$ cat src/rtl/forwarding_hazard_unit_pkg.sv
// Shared processor definitions: register-specifier width, forward-select
// encodings used by the EX-stage operand muxes, and the hazard tracking record.
package forwarding_hazard_unit_pkg;

  localparam int unsigned REG_ADDR_W = 5;

  // Forward-select encodings for the EX operand muxes; 2'b11 is never driven.
  localparam logic [1:0] FWD_REG   = 2'b00;
  localparam logic [1:0] FWD_WB    = 2'b01;
  localparam logic [1:0] FWD_EXMEM = 2'b10;

  // One in-flight instruction as seen by the hazard unit.
  typedef struct packed {
    logic                  valid;
    logic                  reg_write;
    logic                  mem_read;
    logic [REG_ADDR_W-1:0] dest;
  } track_entry_t;

  // True when the entry will produce the value the consumer reads from src.
  // Register 0 is hard-wired, so it never counts as produced.
  function automatic logic produces(track_entry_t e, logic [REG_ADDR_W-1:0] src,
                                    logic uses);
    return e.valid && e.reg_write && (e.dest != '0) && (e.dest == src) && uses;
  endfunction

endpackage

$ cat src/rtl/forwarding_hazard_unit_track_stage.sv
// Single tracking-pipe entry: a resettable register that can load a bubble.
module hazard_track_stage
  import forwarding_hazard_unit_pkg::*;
(
  input  logic         i_clk,
  input  logic         i_rst_n,
  input  logic         i_bubble,
  input  track_entry_t i_entry,
  output track_entry_t o_entry
);

  track_entry_t r_entry;

  // Capture the upstream entry, or an all-zero (invalid) entry on a bubble.
  always_ff @(posedge i_clk or negedge i_rst_n) begin
    if (!i_rst_n) begin
      r_entry <= '0;
    end else if (i_bubble) begin
      r_entry <= '0;
    end else begin
      r_entry <= i_entry;
    end
  end

  assign o_entry = r_entry;

endmodule

$ cat src/rtl/forwarding_hazard_unit.sv
// Load-use stall detection and EX operand forward-select generation for a
// classic 5-stage pipeline. Tracks the instructions in EX, MEM and WB.
module forwarding_hazard_unit #(
  // Must match the package width, which sizes the tracking record.
  parameter int unsigned REG_ADDR_W = forwarding_hazard_unit_pkg::REG_ADDR_W,
  parameter int unsigned CNT_W      = 16
) (
  input  logic                  i_clk,
  input  logic                  i_rst_n,
  input  logic                  i_id_valid,
  input  logic [REG_ADDR_W-1:0] i_id_rs,
  input  logic [REG_ADDR_W-1:0] i_id_rt,
  input  logic                  i_id_uses_rs,
  input  logic                  i_id_uses_rt,
  input  logic                  i_id_reg_write,
  input  logic                  i_id_mem_read,
  input  logic [REG_ADDR_W-1:0] i_id_dest,
  input  logic                  i_flush,
  output logic                  o_stall,
  output logic [1:0]            o_forward_a,
  output logic [1:0]            o_forward_b,
  output logic [CNT_W-1:0]      o_stall_count
);

  import forwarding_hazard_unit_pkg::*;

  track_entry_t w_id_entry;
  track_entry_t w_ex;
  track_entry_t w_mem;
  track_entry_t w_wb;
  logic         w_load_use;
  logic         w_stall;
  logic         w_bubble;
  logic [1:0]   w_fwd_a_d;
  logic [1:0]   w_fwd_b_d;

  logic [1:0]       r_fwd_a;
  logic [1:0]       r_fwd_b;
  logic [CNT_W-1:0] r_stall_count;

  assign w_id_entry = '{valid:     i_id_valid,
                        reg_write: i_id_reg_write,
                        mem_read:  i_id_mem_read,
                        dest:      i_id_dest};

  hazard_track_stage u_ex_stage (
    .i_clk   (i_clk),
    .i_rst_n (i_rst_n),
    .i_bubble(w_bubble),
    .i_entry (w_id_entry),
    .o_entry (w_ex)
  );

  hazard_track_stage u_mem_stage (
    .i_clk   (i_clk),
    .i_rst_n (i_rst_n),
    .i_bubble(1'b0),
    .i_entry (w_ex),
    .o_entry (w_mem)
  );

  hazard_track_stage u_wb_stage (
    .i_clk   (i_clk),
    .i_rst_n (i_rst_n),
    .i_bubble(1'b0),
    .i_entry (w_mem),
    .o_entry (w_wb)
  );

  // WB is tracked only to complete the pipe; the register file bypasses it.
  logic unused_wb;
  assign unused_wb = ^w_wb;

  // Load in EX whose result the ID instruction needs next cycle.
  always_comb begin
    w_load_use = w_ex.valid && w_ex.mem_read && (w_ex.dest != '0) &&
                 ((i_id_uses_rs && (w_ex.dest == i_id_rs)) ||
                  (i_id_uses_rt && (w_ex.dest == i_id_rt)));
  end

  // A flushed instruction is squashed anyway, so it never stalls.
  assign w_stall  = i_id_valid && !i_flush && w_load_use;
  assign w_bubble = w_stall || i_flush || !i_id_valid;
  assign o_stall  = w_stall;

  // Next forward selects: newest producer (EX) wins over MEM.
  always_comb begin
    w_fwd_a_d = FWD_REG;
    w_fwd_b_d = FWD_REG;
    if (!w_bubble) begin
      if (produces(w_ex, i_id_rs, i_id_uses_rs)) begin
        w_fwd_a_d = FWD_EXMEM;
      end else if (produces(w_mem, i_id_rs, i_id_uses_rs)) begin
        w_fwd_a_d = FWD_WB;
      end
      if (produces(w_ex, i_id_rt, i_id_uses_rt)) begin
        w_fwd_b_d = FWD_EXMEM;
      end else if (produces(w_mem, i_id_rt, i_id_uses_rt)) begin
        w_fwd_b_d = FWD_WB;
      end
    end
  end

  // Forward selects move into EX together with the instruction.
  always_ff @(posedge i_clk or negedge i_rst_n) begin
    if (!i_rst_n) begin
      r_fwd_a <= FWD_REG;
      r_fwd_b <= FWD_REG;
    end else begin
      r_fwd_a <= w_fwd_a_d;
      r_fwd_b <= w_fwd_b_d;
    end
  end

  // Saturating count of load-use stall cycles.
  always_ff @(posedge i_clk or negedge i_rst_n) begin
    if (!i_rst_n) begin
      r_stall_count <= '0;
    end else if (w_stall && (r_stall_count != '1)) begin
      r_stall_count <= r_stall_count + CNT_W'(1);
    end
  end

  assign o_forward_a   = r_fwd_a;
  assign o_forward_b   = r_fwd_b;
  assign o_stall_count = r_stall_count;

endmodule
$ cat config.mk
export PLATFORM = sky130hd
export DESIGN_NAME = forwarding_hazard_unit
export DESIGN_NICKNAME = d
export VERILOG_FILES = /design/src/rtl/forwarding_hazard_unit_pkg.sv /design/src/rtl/forwarding_hazard_unit_track_stage.sv /design/src/rtl/forwarding_hazard_unit.sv
export SDC_FILE = /design/constraint.sdc
export NUM_CORES = 1
export LEC_CHECK = 0
export CORE_UTILIZATION = 47
export CTS_CLUSTER_SIZE = 40
export DETAILED_ROUTE_END_ITERATION = 16
export PLACE_DENSITY = 0.74
export SLEW_MARGIN = 20
export SYNTH_ARGS = -nofsm -noshare
export SYNTH_HDL_FRONTEND = slang
export SYNTH_SLANG_ARGS = --single-unit
$ cat constraint.sdc
create_clock -name i_clk -period 2.1 [get_ports i_clk]
set_input_delay 0.42 -clock i_clk [delete_from_list [all_inputs] [get_ports i_clk]]
set_output_delay 0.42 -clock i_clk [all_outputs]
set_load 0.03 [all_outputs]
### After elaboration in Yosys (flattened, before gate mapping)

Cells that the tools add are included.

| storage, ports and cells | value |
|---|---|
| flip-flop bits (word level) | 35 |
| output and inout port bits | 21 |
| logic and storage cells | 50 |
| input bits | 23 |

| operators by class | value |
|---|---|
| muxes and demuxes | 7 |
| add/sub/neg operators | 1 |
| reduce and logical (&&, ||, !) cells | 27 |
| eq/ne operators | 5 |

Operators with widths:

| kind | count |
|---|---|
| 5-bit equality test | 4 |
| 1-bit logical AND | 20 |
| 16-bit by 1-bit adder with 16-bit output, second input constant | 1 |
| 16-bit inequality test, second input constant | 1 |
| 5-bit nonzero test | 2 |
| 2-bit two-way mux | 4 |
| 8-bit two-way mux | 1 |
| 1-bit logical OR | 3 |
| 1-bit zero test | 2 |
| 1-bit two-way mux | 2 |

### Logic depth before layout (Yosys ltp)

Gate-level depths: netlist of the first run.

| logic depth | value |
|---|---|
| depth in word-level cells | 8 |
| mapped depth | 8 |
| mapped depth without buffers | 7 |

### Cells and area by module

A second synthesis of the first run with hierarchy kept.

| unflattened totals | value |
|---|---|
| cells, all modules | 159 |
| area, all modules | 1774.2 µm² |

Modules (own cells, without submodules):

| module | instances | cells an instance | sequential area each (µm²) | area an instance (µm²) |
|---|---|---|---|---|
| forwarding_hazard_unit | 1 | 127 | 500.5 | 1273.7 |
| hazard_track_stage | 2 | 16 | 200.2 | 250.2 |

### Worst setup path after synthesis of the first run

OpenSTA, ideal clock, no wires.

| timing path | value |
|---|---|
| path kind | register to register |
| from | register u_ex_stage.r_entry (netlist bit u_ex_stage.o_entry[2]) |
| to | register r_stall_count[10], in the netlist o_stall_count[10] |
| setup time | 128 ps |
| arrival time | 1979 ps |
| period minus slack after synthesis | 2107 ps |
| path slack | -7 ps |
| data required time | 1972 ps |
| cell stages (with the launch flop) | 7 |
| path buffers | 0 |
| path through | dfrtp_1 -> xor2_1 -> nor4_2 -> nand3_2 -> a211oi_4 -> nand4_1 -> mux2_1 |

| between the ends | value |
|---|---|
| word-level cells in the longest chain between the ends | 6 |
| elaborated cells on any way between the ends | 10 |
| classes of those cells | 2 x eq/ne; 8 x reduce/logical |

RTL lines:

| what | line | RTL |
|---|---|---|
| from (decl) | forwarding_hazard_unit_track_stage.sv:12 | `track_entry_t r_entry;` |
| from (signal assigned) | forwarding_hazard_unit_track_stage.sv:21 | `r_entry <= i_entry;` |
| 5-bit equality test (on tied branches) | forwarding_hazard_unit.sv:77, forwarding_hazard_unit.sv:78 |  |
| 1-bit logical AND (on tied branches) | forwarding_hazard_unit.sv:77, forwarding_hazard_unit.sv:78 |  |
| 1-bit logical OR | forwarding_hazard_unit.sv:77 | `((i_id_uses_rs && (w_ex.dest == i_id_rs)) \|\|` |
| 1-bit logical AND (*) | forwarding_hazard_unit.sv:76 | `w_load_use = w_ex.valid && w_ex.mem_read && (w_ex.dest != '0) &&` |
| 1-bit logical AND (*) | forwarding_hazard_unit.sv:82 | `assign w_stall = i_id_valid && !i_flush && w_load_use;` |
| net o_stall | forwarding_hazard_unit.sv:19 | `output logic o_stall,` |
| 1-bit logical AND (*) | forwarding_hazard_unit.sv:119 | `end else if (w_stall && (r_stall_count != '1)) begin` |
| to (signal assigned) | forwarding_hazard_unit.sv:120 | `r_stall_count <= r_stall_count + CNT_W'(1);` |
| to (decl) | forwarding_hazard_unit.sv:39 | `logic [CNT_W-1:0] r_stall_count;` |

Mark *: on every way through the listed nets, which the timed path passes. The rest lies on a longest branch.
A chain may end at the register's enable or synchronous reset.

### Final worst setup path of the first run

| timing path | value |
|---|---|
| from | input port i_id_rt[3] |
| to | output port o_stall |

| between the ends | value |
|---|---|
| word-level cells in the longest chain between the ends | 5 |

RTL lines:

| what | line | RTL |
|---|---|---|
| from (decl) | forwarding_hazard_unit.sv:12 | `input logic [REG_ADDR_W-1:0] i_id_rt,` |
| 5-bit equality test | forwarding_hazard_unit.sv:78 | `(i_id_uses_rt && (w_ex.dest == i_id_rt)));` |
| 1-bit logical AND | forwarding_hazard_unit.sv:78 |  |
| 1-bit logical OR | forwarding_hazard_unit.sv:77 |  |
| 1-bit logical AND | forwarding_hazard_unit.sv:76 |  |
| 1-bit logical AND | forwarding_hazard_unit.sv:82 |  |
| to (decl) | forwarding_hazard_unit.sv:19 |  |

Every way passes these cells.

==> metrics.md, run 1 <==
| Metric | Value |
|---|---|
| Slew HR | 0.6753 |
| Layout cells sized above 1 | 0.2350 |
| Root Driver | clkbuf_4 |
| Required @ worst endpoint | 1.68 ns |
| Placer Congestion | 0.7883 |
| NetSw | 309.3 µW |
| CTS tree | built |
| Yosys cell types | 29 |
| Max VDD drop | 0.3408 mV |
| Synth Cell Area | 1642 µm² |
| GRT Overall Usage | 0.2339 |
| Simple-gate area share of the yosys netlist | 0.2027 |
| Met3 usage | 0.05462 |
| Clock Skews | 0.01272 ns |
| Initial core utilization | 0.4919 |
| Global routing's busiest layer | met2 |
| H-tree depth | 2 |
| Critical-path cell list | clkdlybuf4s50_1 -> xor2_1 -> nor4_2 -> nand3_2 -> a211oi_4 -> buf_6 |
| Flop pwr share | 0.581 |
| Largest stage delay, worst path | 0.43 ns |
| Adder-Cell Fraction of Synth Area | 0.007622 |
| Unrepaired setup endpoints after global routing | yes |
| Final Hold Viols | 0 |
| Internal power | 891.3 µW |
| Mean routed wirelength per cell | 16.02 µm |
| Minimum clock period | ~2.4 ns |
| Part of the Yosys area used for sequential elements | 0.5335 |
| Synth Area in Compound Gates | 0.04802 |
| Failing checks | negative setup slack |
| Overflow after GRT | 0 |
| Remaining DRCs | 0 |
| Avg Inst Size Synth | around 12 µm² |
| Hold-fix buffers, CTS | 0 |
| Combinational share of power | 0.115 |
| Max-cap violations | 0 |
| Setup slack after layout | -0.2697 ns |
| Ant. Diodes | 0 |
| Register bit total from synthesis | 35 |
| Post-synthesis cell count | 141 |
| Post-synth top area share | 0.5335 |
| Leakage power | 1.132 nW |
| Tot Pwr | 1.201 mW |
| Synth top cells by count | dfrtp_1 (35), xor2_1 (17), xnor2_1 (16) |
| Fin area | 2479 µm² |
| Post-synth EDFFs | 0 |
| Starting DRT DRC Count | 24 |
| Asr flop ratio synth | 1.000 |
| Core box area | 3337 µm² |
| Via/cell ratio | 5.243 |
| Outcome | finished, violations left |
| Tcrit/Tclk final | 1.128 |
| Max Root-Sink Buffers | 2 |
| Synth area leaders | dfrtp_1 (53%), xor2_1 (9.1%), xnor2_1 (8.5%) |
| Die height | roughly 60 µm |
| Final core utilization | 0.7428 |
| Largest area contributor in the netlist | dfrtp_1 |
| Post-DP HPWL | 2838 µm |
| Endpoint type of the worst setup path | output port |
| Vias in the first global route | 1355 |
| DP Worst Slack | -0.3852 ns |
| Remaining antenna violation count | 0 |
| Power Dens Cells | 484.4 nW/µm² |
| Placed standard-cell area | 2256 µm² |
| Fin. max-slew vios | 0 |
| Num CTS Buffers | 5 |
| Synth Net Count | 165 |
| Worst-Margin Slew | 0.4795 ns |
| Routed vias | roughly 1.4k |
| Nets | 240 |
| Layout area overhead | 50.99% |
| Arrival time at the worst endpoint | ~2.0 ns |
| Mux contribution to synthesized area | 0.02058 |
| Pin count of the biggest net entering global routing | 36 |
| First-pass GRT wire length | ~6100 µm |
| Hold/Removal Path Class | register to register |
| Sw frac | 0.2576 |
| Initial antenna violation count | 0 |
| Slowest-stage cell, CP | clkdlybuf4s50_1 |
| Std cell rows | 21 |
| CP delay by family, top | buffers and inverters |
| Synth Area in XOR/XNOR | 0.1761 |
| Yosys Warn Count | 0 |
| F_max | 0.4220 GHz |
| # IOs | 44 |
| Clk pin slew, worst setup/hold paths | roughly 0.12 ns |
| Drt pass-1 iters | 4 |
| Die Footprint | between 3000 and 4000 µm² |
| Aggregate routed wire length | approximately 4200 µm |
| Met1 usage | 0.2997 |
| Largest family of logic cells by synthesized area | simple AND/OR/NAND/NOR gates |
| Setup violators final | 24 |
| Worst skew pair latency | 0.35 ns |
| Critical path type | input port to output port |
| IO buf count | between 40 and 50 |
| Critical path startpoint category | input port |
| Most frequent cell after synthesis | dfrtp_1 |
| DIE WIDTH | 61.10 µm |
| Grt met2 use | 0.3758 |
| Critical path peak fanout | 2 |
| CP Buf/Inv Count | 2 |
| TNS Setup | -2.569 ns |
| CTS Sinks | 35 |
| Dominant synthesized flop cell | dfrtp_1 |
| Clock share of power | 0.303 |
==> cell usage in the layout (no fill, tap or decap) <==
master / instances
clkdlybuf4s50_1: 37
dfrtp_1: 35
buf_4: 22
xor2_1: 16
xnor2_1: 16
and3_1: 14
nand2_1: 10
nand4_1: 9
nand3_1: 5
clkbuf_4: 5
buf_6: 5
nor2_1: 4
nor4_1: 4
dlygate4sd2_1: 4
nand3_2: 3
nor4_2: 2
o2111ai_1: 2
mux2_4: 2
clkinvlp_4: 2
buf_12: 2
xor2_2: 1
nand2b_1: 1
nor3_1: 1
a211oi_4: 1
nor2b_1: 1
a21o_4: 1
or3_1: 1
o311a_1: 1
and2_1: 1
a21oi_1: 1
or2_2: 1
o311ai_1: 1
a21oi_4: 1
mux2_2: 1
ha_1: 1
clkinv_2: 1
buf_16: 1
dlymetal6s2s_1: 1
==> through the flow <==
stage                     std cells  hold slack (ns)
after floorplan                 141           0.1244
after global placement          244           0.3642
after detailed placement        244           0.3680
after CTS                       260           0.4077
after global routing            263           0.4201
final                           263           0.4009
==> flip-flops by register name, indices dropped and copies added (netlist names) <==
register             flops
u_mem_stage.o_entry      7
o_forward_b              2
o_stall_count           16
u_ex_stage.o_entry       8
o_forward_a              2
==> worst paths after layout <==
path | from | endpoint | slack (ns) | cells after the start
hold reg to reg | u_ex_stage.o_entry[6]$_DFF_PN0_ | u_mem_stage.o_entry[6]$_DFF_PN0_ | 0.40 | 0
setup / recovery | i_id_rt[3] | o_stall | -0.27 | 6
max in group asynchronous | i_rst_n | o_stall_count[15]$_DFFE_PN0P_ | 1.31 | 2
setup reg to reg | u_ex_stage.o_entry[2]$_DFF_PN0_ | o_stall_count[7]$_DFFE_PN0P_ | -0.20 | 10
min in group asynchronous | i_rst_n | u_mem_stage.o_entry[4]$_DFF_PN0_ | 0.48 | 2
hold / removal | u_ex_stage.o_entry[6]$_DFF_PN0_ | u_mem_stage.o_entry[6]$_DFF_PN0_ | 0.40 | 0
==> power by group through the flow <==
stage | combinational (mW) | clock (mW) | sequential (mW)
2_1_floorplan | 0.0439 | 0 | 0.708
3_3_place_gp | 0.129 | 0 | 0.710
3_5_place_dp | 0.132 | 0 | 0.711
4_1_cts | 0.137 | 0.367 | 0.698
5_1_grt | 0.150 | 0.402 | 0.700
6_report | 0.138 | 0.364 | 0.698
==> metal layers <==
metal  up-vias  share of wire  wire, µm
met2        42           0.49      2070
met4         0          0.030       126
li1        645              -         -
met3        16          0.041       174
met5         -              0         0
met1       676           0.44      1841
==> cell families after synthesis <==
family / Yosys count
AOI/OAI and AO/OA: 8
muxes: 3
adders and majority gates: 1
DFF: 35
xor gates and xnor gates: 33
and+or+nand+nor: 57
buffers and inverters: 4
==> what timing repair did <==
item	in CTS	in global routing
setup endpoints to repair	3	26
pin swaps	9	8
setup buffers	8	3
cloned	1	0
resized for setup	11	7
==> area by class of cell <==
type	count	area (µm²)
fillers	234	858.3
clock inverters	3	20.02
flip-flops and latches	35	875.8
repair buffers	72	706.9
well taps	46	57.56
clock buffers	5	37.54
multi-input cells	102	780.7
No activity file was read; power rests on OpenSTA's default activity.
==> run 2, diff against run 1 <==
--- a/config.mk
+++ b/config.mk
@@ -7,2 +7,3 @@
 export LEC_CHECK = 0
+export ABC_CLOCK_PERIOD_IN_PS = 2100
 export CORE_UTILIZATION = 47
--- a/constraint.sdc
+++ b/constraint.sdc
@@ -3,2 +3,2 @@
 set_output_delay 0.42 -clock i_clk [all_outputs]
-set_load 0.03 [all_outputs]
+set_load 0.005 [all_outputs]
==> run 2 against run 1 <==
The run still ends with negative setup slack left. Sequential share of layout area grew 0.75 points. Critical endpoint unchanged. Cell area shrank 2.1%. Largest power group unchanged. Largest cell class unchanged. Clock power up 38%. Highest routed layer unchanged.
==> metrics.md, run 2 (synthesized netlist as in run 1, its figures left out) <==
| Metric | Value |
|---|---|
| Arrival time at the worst endpoint | 1.90 ns (-0.05 ns) |
| Fin. max-slew vios | 0 (unchanged) |
| Overflow after GRT | 0 (unchanged) |
| Slowest-stage cell, CP | clkdlybuf4s50_1 |
| Remaining DRCs | 0 (unchanged) |
| Remaining antenna violation count | 0 (unchanged) |
| Clock Skews | 0.01202 ns (-0.0007028 ns) |
| Tcrit/Tclk final | 1.106 (-0.02275) |
| Hold-fix buffers, CTS | 0 (unchanged) |
| Critical path type | input port to output port |
| CTS tree | built |
| Critical path peak fanout | 2 (unchanged) |
| Routed vias | 1300 (-5.7%) |
| Global routing's busiest layer | met2 |
| Leakage power | 1.122 nW (-0.86%) |
| Initial antenna violation count | 0 (unchanged) |
| Initial core utilization | 0.4919 (unchanged) |
| Starting DRT DRC Count | 52 (+120%) |
| Ant. Diodes | 0 (unchanged) |
| Via/cell ratio | 5.078 (-3.2%) |
| Drt pass-1 iters | 4 (unchanged) |
| IO buf count | 43 (unchanged) |
| GRT Overall Usage | 0.2304 (-0.003516) |
| Unrepaired setup endpoints after global routing | yes |
| Grt met2 use | 0.3571 (-0.01863) |
| Most frequent cells in the layout | clkdlybuf4s50_1 (36), dfrtp_1 (35), xor2_1 (17), buf_4 (17), xnor2_1 (16) |
| Failing checks | negative setup slack |
| First-pass GRT wire length | 6016 µm (-1.1%) |
| Clk pin slew, worst setup/hold paths | 0.11 ns (about the same) |
| Worst-Margin Slew | 0.4261 ns (-0.05343 ns) |
| Outcome | finished, violations left |
| Largest register FFs | 16 (unchanged) |
| Nets | 233 (-2.9%) |
| DIE WIDTH | 61.10 µm (unchanged) |
| H-tree depth | 2 (unchanged) |
| Final Hold Viols | 0 (unchanged) |
| Root Driver | clkbuf_4 |
| Die height | 61.10 µm (unchanged) |
| Setup slack after layout | -0.2219 ns (+0.04778 ns) |
| Placer Congestion | 0.8085 (+2.6%) |
| Layout cells sized above 1 | 0.2095 (-0.02550) |
| Vias in the first global route | 1291 (-4.7%) |
| Slew HR | 0.7160 (+0.04067) |
| Final core utilization | 0.7274 (-0.01537) |
| Minimum clock period | 2.322 ns (-0.04778 ns) |
| Std cell rows | 21 (unchanged) |
| Hold/Removal Path Class | register to register |
| Most common cell after layout, fill and taps aside | clkdlybuf4s50_1 |
| Pin count of the biggest net entering global routing | 36 (unchanged) |
| Largest stage delay, worst path | 0.46 ns (+0.03 ns) |
| Required @ worst endpoint | 1.68 ns (about the same) |
| # IOs | 44 (unchanged) |
| CTS Sinks | 35 (unchanged) |
| Met1 usage | 0.3128 (+0.01303) |
| Core box area | 3337 µm² (unchanged) |
| Die Footprint | 3733 µm² (unchanged) |
| Critical path startpoint category | input port |
| Max-cap violations | 0 (unchanged) |
| Max Root-Sink Buffers | 2 (unchanged) |
| Max VDD drop | 0.4751 mV (+39%) |
| Met3 usage | 0.05462 (unchanged) |
| Num CTS Buffers | 5 (unchanged) |
| Post-DP HPWL | 2784 µm (-1.9%) |
| Aggregate routed wire length | 3873 µm (-8.1%) |
| F_max | 0.4307 GHz (+2.1%) |
| Layout area overhead | 47.87% |
| Worst skew pair latency | 0.35 ns (about the same) |
| Fillcell total | 245 (+4.7%) |
| Mean routed wirelength per cell | 15.13 µm (-5.6%) |
| Power Dens Cells | 549.4 nW/µm² (+13%) |
| Critical-path cell list | clkdlybuf4s50_1 -> xor2_1 -> nor4_2 -> nand3_2 -> a211oi_4 -> buf_2 |
| Tot Pwr | 1.334 mW (+11%) |
| Setup violators final | 1 (-96%) |
| Endpoint type of the worst setup path | output port |
## run 2: cell types whose count changed in the layout (fill, tap and decap cells not counted), moves of 2 or more
cell,previous run,this run
buf_4,22,17
buf_6,5,2
clkinvlp_4,2,0
dlygate4sd2_1,4,6
nand2_1,10,8
## run 2: per-layer routing
metal,vias up,wire length (µm)
met5,-,0
met4,0,54
met3,6,198
met2,39,1837
met1,622,1782
li1,633,-
## run 2: critical path, delay by kind of cell
| kind | cells | cell delay, ns |
|---|---|---|
| AND/OR/NAND/NOR | 2 | 0.42 |
| buffers and inverters | 2 | 0.62 |
| AO/OA/AOI/OAI | 1 | 0.26 |
| XOR/XNOR | 1 | 0.18 |
## run 2: worst paths after layout
check / cells past startpoint / start / slack (ns) / end
worst max-delay path: 6 / i_id_rt[3] / -0.22 / o_stall
worst min-delay path: 0 / u_ex_stage.o_entry[6]$_DFF_PN0_ / 0.39 / u_mem_stage.o_entry[6]$_DFF_PN0_
worst max register to register: 7 / u_ex_stage.o_entry[4]$_DFF_PN0_ / 0.02 / o_stall_count[12]$_DFFE_PN0P_
worst min register to register: 0 / u_ex_stage.o_entry[6]$_DFF_PN0_ / 0.39 / u_mem_stage.o_entry[6]$_DFF_PN0_
max in group asynchronous: 2 / i_rst_n / 1.32 / o_stall_count[7]$_DFFE_PN0P_
min in group asynchronous: 2 / i_rst_n / 0.47 / o_forward_a[0]$_DFF_PN0_
## run 2: area by class of cell
cell class | instances | area, µm² | share of cell area
multi-input combinational | 102 | 779.5 | 0.3211
tap | 46 | 57.56 | 0.02371
timing repair buffer | 65 | 628.1 | 0.2588
sequential | 35 | 875.8 | 0.3608
clock inverter | 2 | 35.03 | 0.01443
clock buffer | 6 | 51.30 | 0.02113
## run 2: power breakdown
group / internal [mW] / leakage (nW) / switching [mW]
Combinational: 0.0743 / 0.594 / 0.0576
Clock: 0.281 / 0.0482 / 0.223
Sequential: 0.685 / 0.480 / 0.0121
## run 2: timing repair
action | 4_1_cts | 5_1_grt
setup buffers | 3 | 1
gates cloned | 1 | 0
setup endpoints to repair | 12 | 23
resized for setup | 20 | 6
pin swaps | 11 | 6
## run 2: through the flow
step,cells,setup TNS (ns),hold slack (ns),area (µm²),worst slack (ns)
5_1_grt,256,-0.8272,0.4098,2427,-0.2907
3_5_place_dp,246,-9.557,0.3773,2273,-0.7376
4_1_cts,257,-0.4445,0.3944,2422,-0.2209
6_report,256,-0.2219,0.3949,2427,-0.2219
2_1_floorplan,141,0,0.1244,1642,0.2125
3_3_place_gp,246,-6.696,0.3620,2273,-0.6523
